$ cat config.mk
export PLATFORM = sky130hd
export DESIGN_NAME = pls_tx_framer
export DESIGN_NICKNAME = d
export VERILOG_FILES = /design/src/rtl/pls_tx_framer.sv
export SDC_FILE = /design/constraint.sdc
export NUM_CORES = 1
export LEC_CHECK = 0
export CAP_MARGIN = 20
export CORE_MARGIN = 2
export CORE_UTILIZATION = 58
export DETAILED_ROUTE_END_ITERATION = 10
export GPL_ROUTABILITY_DRIVEN = 1
export PLACE_DENSITY = 0.79
export SLEW_MARGIN = 25
export SYNTH_ARGS = -nofsm -noshare
export SYNTH_HDL_FRONTEND = slang
export SYNTH_SLANG_ARGS = --single-unit
$ cat constraint.sdc
create_clock -name clk_20mhz -period 2 [get_ports clk_20mhz]
set_input_delay 0.4 -clock clk_20mhz [delete_from_list [all_inputs] [get_ports clk_20mhz]]
set_output_delay 0.4 -clock clk_20mhz [all_outputs]
set_load 0.01 [all_outputs]
$ cat src/rtl/pls_tx_framer.sv
// pls_tx_framer - 10BASE-T PLS transmitter.
//
// Takes DATA_W-bit words from the MAC over a valid/ready handshake,
// serialises them LSB-first and Manchester-encodes them onto the
// differential pair. Each frame ends with TP_IDL followed by mandatory
// silence. Normal link pulses (NLP) are sent while the line is idle.
// Runs at twice the bit rate, so one clock cycle is one half-bit.
//
// Configuration macro: PLS_TX_PREAMBLE_EN
//   defined   : PREAMBLE state is built; 7x 0x55 + 0xD5 is generated here.
//   undefined : upstream supplies preamble/SFD as ordinary data words.
//
// Ports:
//   clk_20mhz    in   clock, rising edge
//   rst_i        in   synchronous active-high reset
//   tx_data      in   [DATA_W] word to send
//   tx_valid     in   tx_data / tx_last valid
//   tx_last      in   word is the final word of the frame
//   tx_ready     out  word accepted when tx_valid is also high
//   tx_underrun  out  one-cycle pulse, frame aborted for lack of a word
//   txd_out_p    out  positive line output (registered)
//   txd_out_n    out  negative line output (registered)
//   txbusy       out  high whenever the framer is not idle (registered)
module pls_tx_framer #(
  parameter int NLP_PERIOD     = 320000,
  parameter int NLP_WIDTH      = 2,
  parameter int DATA_W         = 8,
  parameter int IDL_CYCLES     = 12,
  parameter int SILENCE_CYCLES = 48,
  parameter int PREAMBLE_BYTES = 7
) (
  input  logic              clk_20mhz,
  input  logic              rst_i,
  input  logic [DATA_W-1:0] tx_data,
  input  logic              tx_valid,
  input  logic              tx_last,
  output logic              tx_ready,
  output logic              tx_underrun,
  output logic              txd_out_p,
  output logic              txd_out_n,
  output logic              txbusy
);

  // Width of a counter that runs 0..n-1 (at least one bit).
  function automatic int cnt_w(input int n);
    return (n > 1) ? $clog2(n) : 1;
  endfunction

  localparam int PH_MAX = (IDL_CYCLES > SILENCE_CYCLES) ? IDL_CYCLES : SILENCE_CYCLES;
  localparam int NLP_W  = cnt_w(NLP_PERIOD);
  localparam int PUL_W  = cnt_w(NLP_WIDTH);
  localparam int BIT_W  = cnt_w(DATA_W);
  localparam int PH_W   = cnt_w(PH_MAX);

  localparam logic [NLP_W-1:0] NLP_LAST = NLP_W'(NLP_PERIOD - 1);
  localparam logic [PUL_W-1:0] PUL_LAST = PUL_W'(NLP_WIDTH - 1);
  localparam logic [BIT_W-1:0] BIT_LAST = BIT_W'(DATA_W - 1);
  localparam logic [PH_W-1:0]  IDL_LAST = PH_W'(IDL_CYCLES - 1);
  localparam logic [PH_W-1:0]  SIL_LAST = PH_W'(SILENCE_CYCLES - 1);

`ifdef PLS_TX_PREAMBLE_EN
  localparam int PRE_BITS = 8 * (PREAMBLE_BYTES + 1);
  localparam int PRE_W    = cnt_w(PRE_BITS);
  localparam logic [PRE_W-1:0] PRE_LAST = PRE_W'(PRE_BITS - 1);
`endif

  typedef enum logic [2:0] {
    S_IDLE     = 3'd0,
`ifdef PLS_TX_PREAMBLE_EN
    S_PREAMBLE = 3'd1,
`endif
    S_DATA     = 3'd2,
    S_IDL      = 3'd3,
    S_SILENCE  = 3'd4
  } state_t;

  state_t            state_q, state_d;
  logic [NLP_W-1:0]  nlp_cnt_q, nlp_cnt_d;
  logic [PUL_W-1:0]  pulse_cnt_q, pulse_cnt_d;
  logic              lit_q, lit_d;
  logic [BIT_W-1:0]  bit_idx_q, bit_idx_d;
  logic              half_q, half_d;
  logic [DATA_W-1:0] shift_q, shift_d;
  logic              last_q, last_d;
  logic [PH_W-1:0]   ph_cnt_q, ph_cnt_d;
  logic              underrun_q, underrun_d;
  logic              busy_q, busy_d;
  logic              txd_out_p_q, txd_out_p_d;
  logic              txd_out_n_q, txd_out_n_d;
  logic              txen_s;
  logic              txd_s;
  logic              ready_s;

`ifdef PLS_TX_PREAMBLE_EN
  logic [PRE_W-1:0]  pre_cnt_q, pre_cnt_d;
  logic              pre_bit_s;

  // 0x55 LSB-first is 1,0,1,0,...; the SFD 0xD5 differs only in its final bit (1).
  assign pre_bit_s = (pre_cnt_q == PRE_LAST) | ~pre_cnt_q[0];
`endif

  // Next-state, counter and line-level decode.
  always_comb begin
    state_d     = state_q;
    nlp_cnt_d   = nlp_cnt_q;
    pulse_cnt_d = pulse_cnt_q;
    lit_d       = 1'b0;
    bit_idx_d   = bit_idx_q;
    half_d      = half_q;
    shift_d     = shift_q;
    last_d      = last_q;
    ph_cnt_d    = ph_cnt_q;
    underrun_d  = 1'b0;
    txen_s      = 1'b0;
    txd_s       = 1'b0;
    ready_s     = 1'b0;
`ifdef PLS_TX_PREAMBLE_EN
    pre_cnt_d   = pre_cnt_q;
`endif

    case (state_q)
      S_IDLE: begin
        // lit_q still covers the last cycle of a pulse on the line.
        ready_s = ~lit_q & (pulse_cnt_q == '0);
        if (ready_s && tx_valid) begin
          // A handshake wins over a pulse that would start this same edge.
          shift_d   = tx_data;
          last_d    = tx_last;
          nlp_cnt_d = '0;
          bit_idx_d = '0;
          half_d    = 1'b0;
`ifdef PLS_TX_PREAMBLE_EN
          pre_cnt_d = '0;
          state_d   = S_PREAMBLE;
`else
          state_d   = S_DATA;
`endif
        end else if (nlp_cnt_q == NLP_LAST) begin
          nlp_cnt_d   = '0;
          lit_d       = 1'b1;
          pulse_cnt_d = PUL_LAST;
        end else begin
          nlp_cnt_d = nlp_cnt_q + NLP_W'(1);
          if (pulse_cnt_q != '0) begin
            lit_d       = 1'b1;
            pulse_cnt_d = pulse_cnt_q - PUL_W'(1);
          end else begin
            lit_d = 1'b0;
          end
        end
      end

`ifdef PLS_TX_PREAMBLE_EN
      S_PREAMBLE: begin
        txen_s = 1'b1;
        txd_s  = half_q ? pre_bit_s : ~pre_bit_s;
        if (half_q) begin
          half_d = 1'b0;
          if (pre_cnt_q == PRE_LAST) begin
            pre_cnt_d = '0;
            state_d   = S_DATA;
          end else begin
            pre_cnt_d = pre_cnt_q + PRE_W'(1);
          end
        end else begin
          half_d = 1'b1;
        end
      end
`endif

      S_DATA: begin
        txen_s = 1'b1;
        txd_s  = half_q ? shift_q[0] : ~shift_q[0];
        if (!half_q) begin
          half_d = 1'b1;
        end else begin
          half_d = 1'b0;
          if (bit_idx_q != BIT_LAST) begin
            bit_idx_d = bit_idx_q + BIT_W'(1);
            shift_d   = shift_q >> 1;
          end else if (last_q) begin
            bit_idx_d = '0;
            ph_cnt_d  = '0;
            state_d   = S_IDL;
          end else begin
            // Word boundary: the next word must be here now, there is no gap bit.
            ready_s   = 1'b1;
            bit_idx_d = '0;
            if (tx_valid) begin
              shift_d = tx_data;
              last_d  = tx_last;
            end else begin
              underrun_d = 1'b1;
              ph_cnt_d   = '0;
              state_d    = S_IDL;
            end
          end
        end
      end

      S_IDL: begin
        txen_s = 1'b1;
        txd_s  = 1'b1;
        if (ph_cnt_q == IDL_LAST) begin
          ph_cnt_d = '0;
          state_d  = S_SILENCE;
        end else begin
          ph_cnt_d = ph_cnt_q + PH_W'(1);
        end
      end

      S_SILENCE: begin
        if (ph_cnt_q == SIL_LAST) begin
          ph_cnt_d  = '0;
          nlp_cnt_d = '0;
          state_d   = S_IDLE;
        end else begin
          ph_cnt_d = ph_cnt_q + PH_W'(1);
        end
      end

      default: begin
        state_d = S_IDLE;
      end
    endcase

    busy_d      = (state_d != S_IDLE);
    txd_out_p_d = txen_s ? txd_s : lit_d;
    txd_out_n_d = txen_s & ~txd_s;
  end

  // State, counters and registered outputs.
  always_ff @(posedge clk_20mhz) begin
    if (rst_i) begin
      state_q     <= S_IDLE;
      nlp_cnt_q   <= '0;
      pulse_cnt_q <= '0;
      lit_q       <= 1'b0;
      bit_idx_q   <= '0;
      half_q      <= 1'b0;
      shift_q     <= '0;
      last_q      <= 1'b0;
      ph_cnt_q    <= '0;
      underrun_q  <= 1'b0;
      busy_q      <= 1'b0;
      txd_out_p_q <= 1'b0;
      txd_out_n_q <= 1'b0;
`ifdef PLS_TX_PREAMBLE_EN
      pre_cnt_q   <= '0;
`endif
    end else begin
      state_q     <= state_d;
      nlp_cnt_q   <= nlp_cnt_d;
      pulse_cnt_q <= pulse_cnt_d;
      lit_q       <= lit_d;
      bit_idx_q   <= bit_idx_d;
      half_q      <= half_d;
      shift_q     <= shift_d;
      last_q      <= last_d;
      ph_cnt_q    <= ph_cnt_d;
      underrun_q  <= underrun_d;
      busy_q      <= busy_d;
      txd_out_p_q <= txd_out_p_d;
      txd_out_n_q <= txd_out_n_d;
`ifdef PLS_TX_PREAMBLE_EN
      pre_cnt_q   <= pre_cnt_d;
`endif
    end
  end

  // Ready is held low during reset so every output reads 0 while rst_i is high.
  assign tx_ready    = ready_s & ~rst_i;
  assign tx_underrun = underrun_q;
  assign txbusy      = busy_q;
  assign txd_out_p   = txd_out_p_q;
  assign txd_out_n   = txd_out_n_q;

endmodule

# Word-level counts from Yosys, hierarchy flattened
# Index checks and enable logic that the tools add are counted.
# totals
reg_bits	47
inputBits	12
# classes
n_addsub	4
eq_ne	14
mux	53
bitwise	11
reduce_logical	15
# ops
operator	count
19-bit two-way mux	3
8-bit two-way mux	5
19-bit one-hot mux with 2 select lines	1
6-bit two-way mux	6
3-bit two-way mux	10
1-bit two-way mux	20
19-bit by 1-bit adder with 19-bit output (second input constant)	1
19-bit == test (second input constant)	1
6-bit one-hot mux with 3 select lines	1
8-bit one-hot mux with 2 select lines	1
3-bit != test (second input constant)	4
3-bit one-hot mux with 4 select lines	1
2-bit != test (second input constant)	4
1-bit NOT	8
1-bit one-hot mux with 2 select lines	4
4-bit AND reduction	2
6-bit by 1-bit adder with 6-bit output (second input constant)	1
3-bit by 2-bit == test with 1-bit output (second input constant)	2
6-bit by 4-bit == test with 1-bit output (second input constant)	1
6-bit == test (second input constant)	1
3-bit one-hot mux with 2 select lines	1
2-bit AND reduction	3
3-bit nonzero test	2
5-bit AND reduction	1
other kinds (10)	13

# Logic depth before layout (Yosys ltp)
# logic_depth
depth_word	6
mapped_depth	8
depth_no_buf	7

# Worst setup path after synthesis
# Ideal clock, no wire load.
# synth_timing
kind	register to output
start	reg bit_idx_q[0]
end	out tx_ready
t_arrival_ns	1.430
setup_slack_ns	0.170
path_stages_with_launch	8
path_buffers	1
cell_sequence	dfxtp_1 -> ha_1 -> ha_1 -> buf_2 -> nand2_1 -> nor2_1 -> a21oi_1 -> nor4_1
# synth_via
elab_chain_len	5
# synth_rtl
item	line	text
from (decl)	81	logic [BIT_W-1:0] bit_idx_q, bit_idx_d;
from (signal assigned)	256	bit_idx_q <= bit_idx_d;
3-bit != test	178	if (bit_idx_q != BIT_LAST) begin
1-bit two-way mux	178	
1-bit two-way mux	174	if (!half_q) begin
1-bit one-hot mux with 2 select lines	121	case (state_q)
1-bit bitwise AND	272	assign tx_ready = ready_s & ~rst_i;
to (decl)	37	output logic tx_ready,
# No other way between the ends.

# Final worst setup path
# layout_timing
start	reg bit_idx_q[1]
end	out tx_ready
# The elaborated chain is that of the path after synthesis.

==> key figures <==
Run status
  – Status: complete, no violations

Drt
  – Remaining DRCs: 0
  – Initial drt markers: 168
  – Routed len/inst: 14.9 µm
  – Vias per Instance: 6.07
  – Final wirelength: 5970 µm
  – DRT Pass-1 Iters: 5
  – Via count: 2427
  – Post-route ant nets: 0

STA
  – Hold Fails Final Rpt: 0
  – Post-Route Skew: 0.00467 ns
  – Endpoints failing setup: 0
  – RSZ-0062 raised after global routing: true
  – Worst Tran Pin Value: 0.722 ns
  – Min cycle time layout: 1.97 ns
  – Final slew viol count: 0
  – Max-slew headroom: 51.9%
  – Fmax: 0.507 GHz
  – Fin crit share: 98.5%

Clocking
  – Worst-path clk slew: 0.08 ns
  – Clk sinks: 47
  – Total CTS buffers: 5
  – Worst-case clock buffer depth: 2
  – Root Driver: clkbuf_8
  – H-tree levels: 2
  – TritonCTS clock tree: built
  – Clk_lat worst skew: 0.30 ns

GRT
  – First-pass GRT wire length: 9510 µm
  – GRT Util Overall: 26.9%
  – Total gr overflow: 0
  – Largest net degree at the start of global routing: 22
  – Initial antenna violation count: 0
  – Vias in the first global route: 2118

Logic synthesis
  – Top cells by count, synth: dfxtp_1 (47), nor2_1 (34), nand2_1 (31)
  – Async S/R FF share, synth: 0%
  – YS warnings: 0
  – Synth top area cells: dfxtp_1 (39%), nor2_1 (5.3%), nand2_1 (4.8%), a21oi_1 (4.1%), a311oi_1 (4.0%)
  – Post-synth cell types: 57
  – Post-synth EDFFs: 0
  – Synth Net Count: 303
  – Cell count after synthesis: 287
  – Dominant register cell in the synthesized netlist: dfxtp_1
  – Cell Area, Synth: 2420 µm²
  – Avg Synthesized Cell Area: 8.44 µm²
  – Top-count cell post-synth: dfxtp_1
  – Top cell type's share of synthesized area: 38.9%
  – Synthesized flop and latch total: 47
  – Synth area leader: dfxtp_1
  – Sequential element share of the synthesized area: 38.9%

Power and ir drop
  – Leakage: 1.23 nW
  – Sw frac: 25.2%
  – P_int: 1.33 mW
  – P_sw: 447 µW
  – Seq pwr share: 55.1%
  – Pwr dens: 566 nW/µm²
  – Combinational Power Share: 13.8%
  – Clock network fraction of design power: 31.1%
  – Max rail drop VDD: 0.000491 V

Final layout
  – Nets: 365
  – Multi-input gate area: 1480 µm²
  – Antenna diodes: 0
  – Reg area: 943 µm²
  – Finished Cell Area: 3140 µm²
  – Final cell count without fillers: 400
  – Share of cells above drive strength 1: 23.4%
  – Area delta synth->final: 29.7%
  – Filler cells: 272

Min path
  – Worst min path class: reg -> reg

Floorplanning
  – Num ports: 17
  – Die width: 68.6 µm
  – Die Y: 68.6 µm
  – Total core area: 4000 µm²
  – Die area: 4710 µm²
  – Core Rows: 23
  – Initial Util: 60.5%

Placed design
  – Placed insts: 385
  – Post-DP HPWL: 3930 µm
  – Placement Cell Area: 2930 µm²
  – Final GP Congestion: 0.841
  – Number of port buffers: 16

Worst setup path
  – CP Capture Type: output pin
  – Startpoint types: flop
  – Crit Path Max Fanout: 2
  – CP required: 1.60 ns
  – CP Data Arrival Time: 1.57 ns
  – Crit Path Class: reg -> out

Job
  – Max cap viols: 0
[critical path: stages (launching register included)]
cell     delay, ns
dfxtp_2       0.37
ha_4          0.14
ha_4          0.12
nand2_2       0.05
nor2_2        0.09
a21oi_1       0.07
nor4_1        0.23
buf_2         0.19
[kinds of logic after synthesis]
logic type / Yosys count / synth area share [%]
AND/OR/NAND/NOR: 127 / 29.4
AO/OA/AOI/OAI: 82 / 22.6
flip-flops: 47 / 38.9
buffers and inverters: 19 / 4.08
XOR/XNOR: 6 / 2.17
adder cells (fa/ha/maj): 4 / 2.07
multiplexers: 2 / 0.827
[layout make-up]
class                   instances  area share (%)
flip-flops and latches         47            30.0
clock inverters                 1           0.159
clock buffers                   7            2.43
inverters                       5           0.598
repair buffers                 66            17.8
multi-input cells             224            47.0
well taps                      50            1.99
[flip-flops by register name, indices dropped and copies added (netlist names), 3 cells and up]
register   cells
bit_idx_q      3
nlp_cnt_q     19
state_q        3
ph_cnt_q       6
shift_q        8
[what timing repair did]
action / CTS / global route
endpoints found under the setup margin: 8 / 17
setup buffers: 0 / 4
gates resized for setup: 14 / 4
hold buffers: 0 / 0
gates cloned: 1 / 2
pin swaps: 7 / 5
[power groups by stage]
stage,sequential [mW],combinational [mW],clock [mW]
2_1_floorplan,1.00,0.132,0
3_3_place_gp,1.00,0.217,0
3_5_place_dp,1.00,0.225,0
4_1_cts,0.979,0.230,0.565
5_1_grt,0.983,0.270,0.599
6_report,0.980,0.246,0.552
[cells in the final DEF, fill, tap and decap left out, types with 3 or more instances in the layout]
cell type,count
a21oi_1,19
a22o_1,6
a311oi_1,11
a31oi_1,13
a32oi_1,3
and3_1,3
and4_1,3
buf_4,48
clkbuf_8,5
clkdlybuf4s50_1,14
dfxtp_1,45
inv_1,5
nand2_1,30
nand2b_1,6
nand3_1,8
nand3b_1,3
nand4_1,3
nor2_1,33
nor3_1,5
nor4_1,4
o21ai_0,14
or2b_1,3
xor2_1,4
[routing by layer]
layer / up-vias / routed length, µm / GRT usage (%)
li1: 1200 / - / -
met1: 1125 / 2610 / 34.6
met2: 85 / 2930 / 44.6
met3: 17 / 273 / 5.19
met4: 0 / 155 / 9.75
met5: - / 0 / 0
[final timing paths]
kind	from	to	depth (start not counted)	slack [ns]
setup / recovery	bit_idx_q[1]	tx_ready	7	0.03
hold / removal	nlp_cnt_q[18]	nlp_cnt_q[18]	1	0.48
setup reg to reg	nlp_cnt_q[8]	txd_out_p	6	0.08
hold reg to reg	nlp_cnt_q[18]	nlp_cnt_q[18]	1	0.48
[metrics by stage]
step	power, mW	util, %	hold slack, ns	setup slack (ns)	TNS, ns
after CTS	1.77	76.4	0.474	-0.0198	-0.0198
after global placement	1.22	73.0	0.450	-0.581	-7.94
after global routing	1.85	78.5	0.483	-0.0153	-0.0302
after floorplan	1.13	-	0.439	0.170	0
final	1.78	78.5	0.483	0.0295	0
after detailed placement	1.23	73.2	0.458	-0.385	-6.28
(Power assumes the default switching activity.)
==> patch 1 (config.mk and constraints unchanged) <==
Reset style: asynchronous (`rst_i`), changed in one clocked block. Comments in the files are not updated.
--- a/src/rtl/pls_tx_framer.sv
+++ b/src/rtl/pls_tx_framer.sv
@@ -230,7 +230,7 @@
   end
 
   // State, counters and registered outputs.
-  always_ff @(posedge clk_20mhz) begin
+  always_ff @(posedge clk_20mhz or posedge rst_i) begin
     if (rst_i) begin
       state_q     <= S_IDLE;
       nlp_cnt_q   <= '0;
Function: differs if rst_i is asserted again (counterexample within 4 cycles, from zero or initial values and one cycle with rst_i high); with rst_i held inactive, the same outputs for 10 cycles.
==> patch 1 against the unedited design <==
  * Largest cell class unchanged
  * Final cell count shrank 8.8%
  * Clock skew grew 10 ps
  * Final area shrank 3.9%
  * Synthesized area grew 5.0%
  * First-iteration DRC count shrank 27%
  * Worst setup slack gained 140 ps
  * Sequential cell count is the same
  * Utilization shrank 8.2 points
  * Critical path depth shrank 2
  * Wire length shrank 11%
Power is not compared: it rests on default switching activity, and its combinational part moved more than twofold at a synthesized area within 25%.
==> patch 1: results (changes against the unedited design) <==
\begin{tabular}{lr}
\hline
Metric & Value \\
\hline
\multicolumn{2}{l}{\textbf{Synth}} \\
\quad Sequential cell area fraction in the yosys report & 46.3\% (+7.4 points) \\
\quad Commonest cells post-synth & sky130\_fd\_sc\_hd\_\_dfrtp\_1, sky130\_fd\_sc\_hd\_\_nand2\_1, sky130\_fd\_sc\_hd\_\_o21ai\_0, sky130\_fd\_sc\_hd\_\_nor2\_1, sky130\_fd\_sc\_hd\_\_nand3\_1 \\
\quad Main synth FF type & sky130\_fd\_sc\_hd\_\_dfrtp\_1 \\
\quad Cell types with the largest area share after synthesis & sky130\_fd\_sc\_hd\_\_dfrtp\_1, sky130\_fd\_sc\_hd\_\_nand2\_1, sky130\_fd\_sc\_hd\_\_o21ai\_0 \\
\multicolumn{2}{l}{\textbf{Final layout}} \\
\quad Register area & 0.00118 sq mm (+25\%) \\
\quad Number of clock buffer instances in the layout & 6 (-1) \\
\quad Final \#Nets & 328 (-10\%) \\
\quad Multi-input gates & 211 (-5.8\%) \\
\quad Multi-input combinational area share & 42.8\% (-4.2 points) \\
\quad Non-clock inverter total of the final layout & 7 (+2) \\
\quad Final std cell area, no fill & 0.00302 sq mm (-3.9\%) \\
\multicolumn{2}{l}{\textbf{Routing}} \\
\quad Wirelength per Cell & 14.6 um (-2.4\%) \\
\quad Final WL & 5320 um (-11\%) \\
\quad Total via count in the routed design & 2157 (-11\%) \\
\quad Number of detailed-routing iterations run before antenna repair & 4 (-1) \\
\multicolumn{2}{l}{\textbf{Critical path}} \\
\quad Stage delay of the slowest cell on the critical path & 390 ps (+20 ps) \\
\quad Arrival time reported for the critical path endpoint & 1430 ps (-140 ps) \\
\quad Largest fanout of any net on the critical path & 3 (+1) \\
\quad Crit. Startpoint & state\_q[0] \\
\quad Crit path max-delay family & simple AND/OR/NAND/NOR gates \\
\quad End of the worst register-to-register path & nlp\_cnt\_q[1] \\
\quad Internal reg-to-reg setup slack & 200 ps (+120 ps) \\
\multicolumn{2}{l}{\textbf{Hold path}} \\
\quad Hold Path Class & input port to async pin \\
\multicolumn{2}{l}{\textbf{Timing}} \\
\quad Hold WS & 467 ps (-15.7 ps) \\
\quad Achievable frequency & 546 MHz (+7.6\%) \\
\quad Post-Route Skew & 14.9 ps (+10.2 ps) \\
\multicolumn{2}{l}{\textbf{Run status}} \\
\quad Status & finished clean \\
\multicolumn{2}{l}{\textbf{CTS}} \\
\quad Post-CTS Resized & 2 (-12) \\
\quad CTS clk-pin slew, worst paths & 100 ps (+20 ps) \\
\multicolumn{2}{l}{\textbf{Place}} \\
\quad DP Cell Count & 355 (-7.8\%) \\
\quad Gpl congestion & 0.818 (-2.8\%) \\
\quad Placement Setup Slack & 33.4 ps (+418 ps) \\
\multicolumn{2}{l}{\textbf{GRT}} \\
\quad Wire length of the first global-routing pass & 9860 um (+3.7\%) \\
\hline
\end{tabular}
## patch 1: cell count changes in the layout (fill, tap and decap cells not counted), moves of 10 or more
| cell | unedited run | this run |
|---|---|---|
| sky130_fd_sc_hd__buf_4 | 48 | 22 |
| sky130_fd_sc_hd__dfxtp_1 | 45 | 0 |
| sky130_fd_sc_hd__nor2_1 | 33 | 19 |
| sky130_fd_sc_hd__nand3_1 | 8 | 18 |
| sky130_fd_sc_hd__dfrtp_1 | 0 | 47 |
| sky130_fd_sc_hd__a311oi_1 | 11 | 0 |
## patch 1: per-layer routing
layer  part of all wire (%)  track usage, %
met1                     46            31.8
met2                     49            41.5
met3                    2.9            4.33
met4                    2.2            9.62
met5                      0               0
## patch 1: power breakdown
part	switching, uW	internal [uW]	total (uW)
sequential	0.000000107	949	949
combinational	25.3	26.9	52.2
clock	322	282	605
total	348	1260	1610
## patch 1: tightest hold or removal path, delay by kind of cell
kind	cells	cell delay (ps)
buffers and inverters	3	760
==> patch 2 (same flow settings) <==
Without the edit above. `NLP_PERIOD`: 320000 -> 640000.
--- a/src/rtl/pls_tx_framer.sv
+++ b/src/rtl/pls_tx_framer.sv
@@ -22,7 +22,7 @@
 //   txd_out_n    out  negative line output (registered)
 //   txbusy       out  high whenever the framer is not idle (registered)
 module pls_tx_framer #(
-  parameter int NLP_PERIOD     = 320000,
+  parameter int NLP_PERIOD     = 640000,
   parameter int NLP_WIDTH      = 2,
   parameter int DATA_W         = 8,
   parameter int IDL_CYCLES     = 12,
Function: same outputs for any inputs over 10 cycles, from zero or initial values and one cycle with rst_i high; that may be too few to reach the edited logic, so the function may still have changed.
==> patch 2 against the unedited design <==
  * The run now ends with setup timing left
  * Wire length increased by 4.8%
  * Sequential cell count increased by 1
  * Clock skew about the same
  * First-iteration DRC count increased by 5.4%
  * Worst setup slack got worse by 51 ps
  * Final area increased by 1.8%
  * Total power increased by 13%
  * Register-to-register slack got worse by 100 ps
  * Sequential share of layout area increased by 0.18 points
  * Synthesized area increased by 2.8%
  * Utilization increased by 0.27 points
==> patch 2: results (changes against the unedited design) <==
\begin{tabular}{lr}
\hline
Metric & Value \\
\hline
\multicolumn{2}{l}{\textbf{Timing}} \\
\quad Hold WS & 466 ps (-17.4 ps) \\
\quad Final WS setup & -21.6 ps (-51.0 ps) \\
\quad Post-Route Skew & 4.20 ps (-0.469 ps) \\
\quad Final setup fails & 2 (+2) \\
\multicolumn{2}{l}{\textbf{Synth}} \\
\quad Multiplexer fraction of the synthesized cell area & 1.21\% (+0.38 points) \\
\quad Synthesized net count & 320 (+5.6\%) \\
\quad Cells after Synth & 304 (+5.9\%) \\
\quad Compound-cell area share of the yosys netlist & 20.7\% (-1.9 points) \\
\quad Commonest cells post-synth & sky130\_fd\_sc\_hd\_\_dfxtp\_1, sky130\_fd\_sc\_hd\_\_nand2\_1, sky130\_fd\_sc\_hd\_\_nor2\_1, sky130\_fd\_sc\_hd\_\_nand3\_1, sky130\_fd\_sc\_hd\_\_o21ai\_0 \\
\quad Fraction of the mapped netlist area in adder cells & 2.01\% (-0.057 points) \\
\multicolumn{2}{l}{\textbf{GRT}} \\
\quad Global Route met3 Usage & 4.51\% (-0.69 points) \\
\quad Overall Global Routing Usage & 26.5\% (-0.38 points) \\
\quad Via count of the first global-routing pass & 2357 (+11\%) \\
\quad Pin count of the biggest net entering global routing & 29 (+32\%) \\
\multicolumn{2}{l}{\textbf{Final layout}} \\
\quad Fraction of final layout cells sized beyond drive strength 1 & 23.4\% (about the same) \\
\multicolumn{2}{l}{\textbf{Routing}} \\
\quad Sum of met3 wire segment lengths after detailed routing & 180 um (-34\%) \\
\quad Detailed route wirelength on metal2 & 3220 um (+9.6\%) \\
\quad Met1 wire length & 2750 um (+5.4\%) \\
\quad Wirelength per Cell & 15.1 um (+1.5\%) \\
\quad Detailed router's first-iteration violation count & 177 (+5.4\%) \\
\multicolumn{2}{l}{\textbf{Run status}} \\
\quad Failing checks & setup timing \\
\quad Status & complete, but fails checks \\
\multicolumn{2}{l}{\textbf{Place}} \\
\quad Gpl congestion & 0.885 (+5.3\%) \\
\quad DP Cell Count & 402 (+4.4\%) \\
\multicolumn{2}{l}{\textbf{Hold path}} \\
\quad End point of the most critical hold path & bit\_idx\_q[0] \\
\quad Worst hold path startpoint & bit\_idx\_q[0] \\
\multicolumn{2}{l}{\textbf{Critical path}} \\
\quad Crit path max-delay family & simple AND/OR/NAND/NOR gates \\
\multicolumn{2}{l}{\textbf{Power and ir drop}} \\
\quad Leakage Power & 0.00120 uW (-1.9\%) \\
\quad Sw Ratio & 23.0\% (-2.2 points) \\
\hline
\end{tabular}
[patch 2: power groups by stage]
stage	sequential [uW]	combinational, uW	clock (uW)
2_1_floorplan	1020	120	0
3_3_place_gp	1020	225	0
3_5_place_dp	1020	232	0
4_1_cts	995	233	771
5_1_grt	998	270	800
6_report	996	245	763
[patch 2: worst max-delay path by stage]
| stage | startpoint | endpoint |
|---|---|---|
| 2_1_floorplan | nlp_cnt_q[0] | nlp_cnt_q[18] |
| 3_3_place_gp | tx_valid | nlp_cnt_q[6] |
| 3_5_place_dp | tx_valid | shift_q[5] |
| 4_1_cts | nlp_cnt_q[10] | nlp_cnt_q[18] |
| 5_1_grt | nlp_cnt_q[10] | nlp_cnt_q[18] |
| 6_report | nlp_cnt_q[10] | txd_out_p |
[patch 2: layout make-up]
cell class	instances	area [sq um]
timing repair buffer	67	536
clock buffer	7	96.3
inverter	7	26.3
fill	288	861
sequential	48	966
clock inverter	1	30.0
tap	50	62.6
multi-input combinational	233	1480
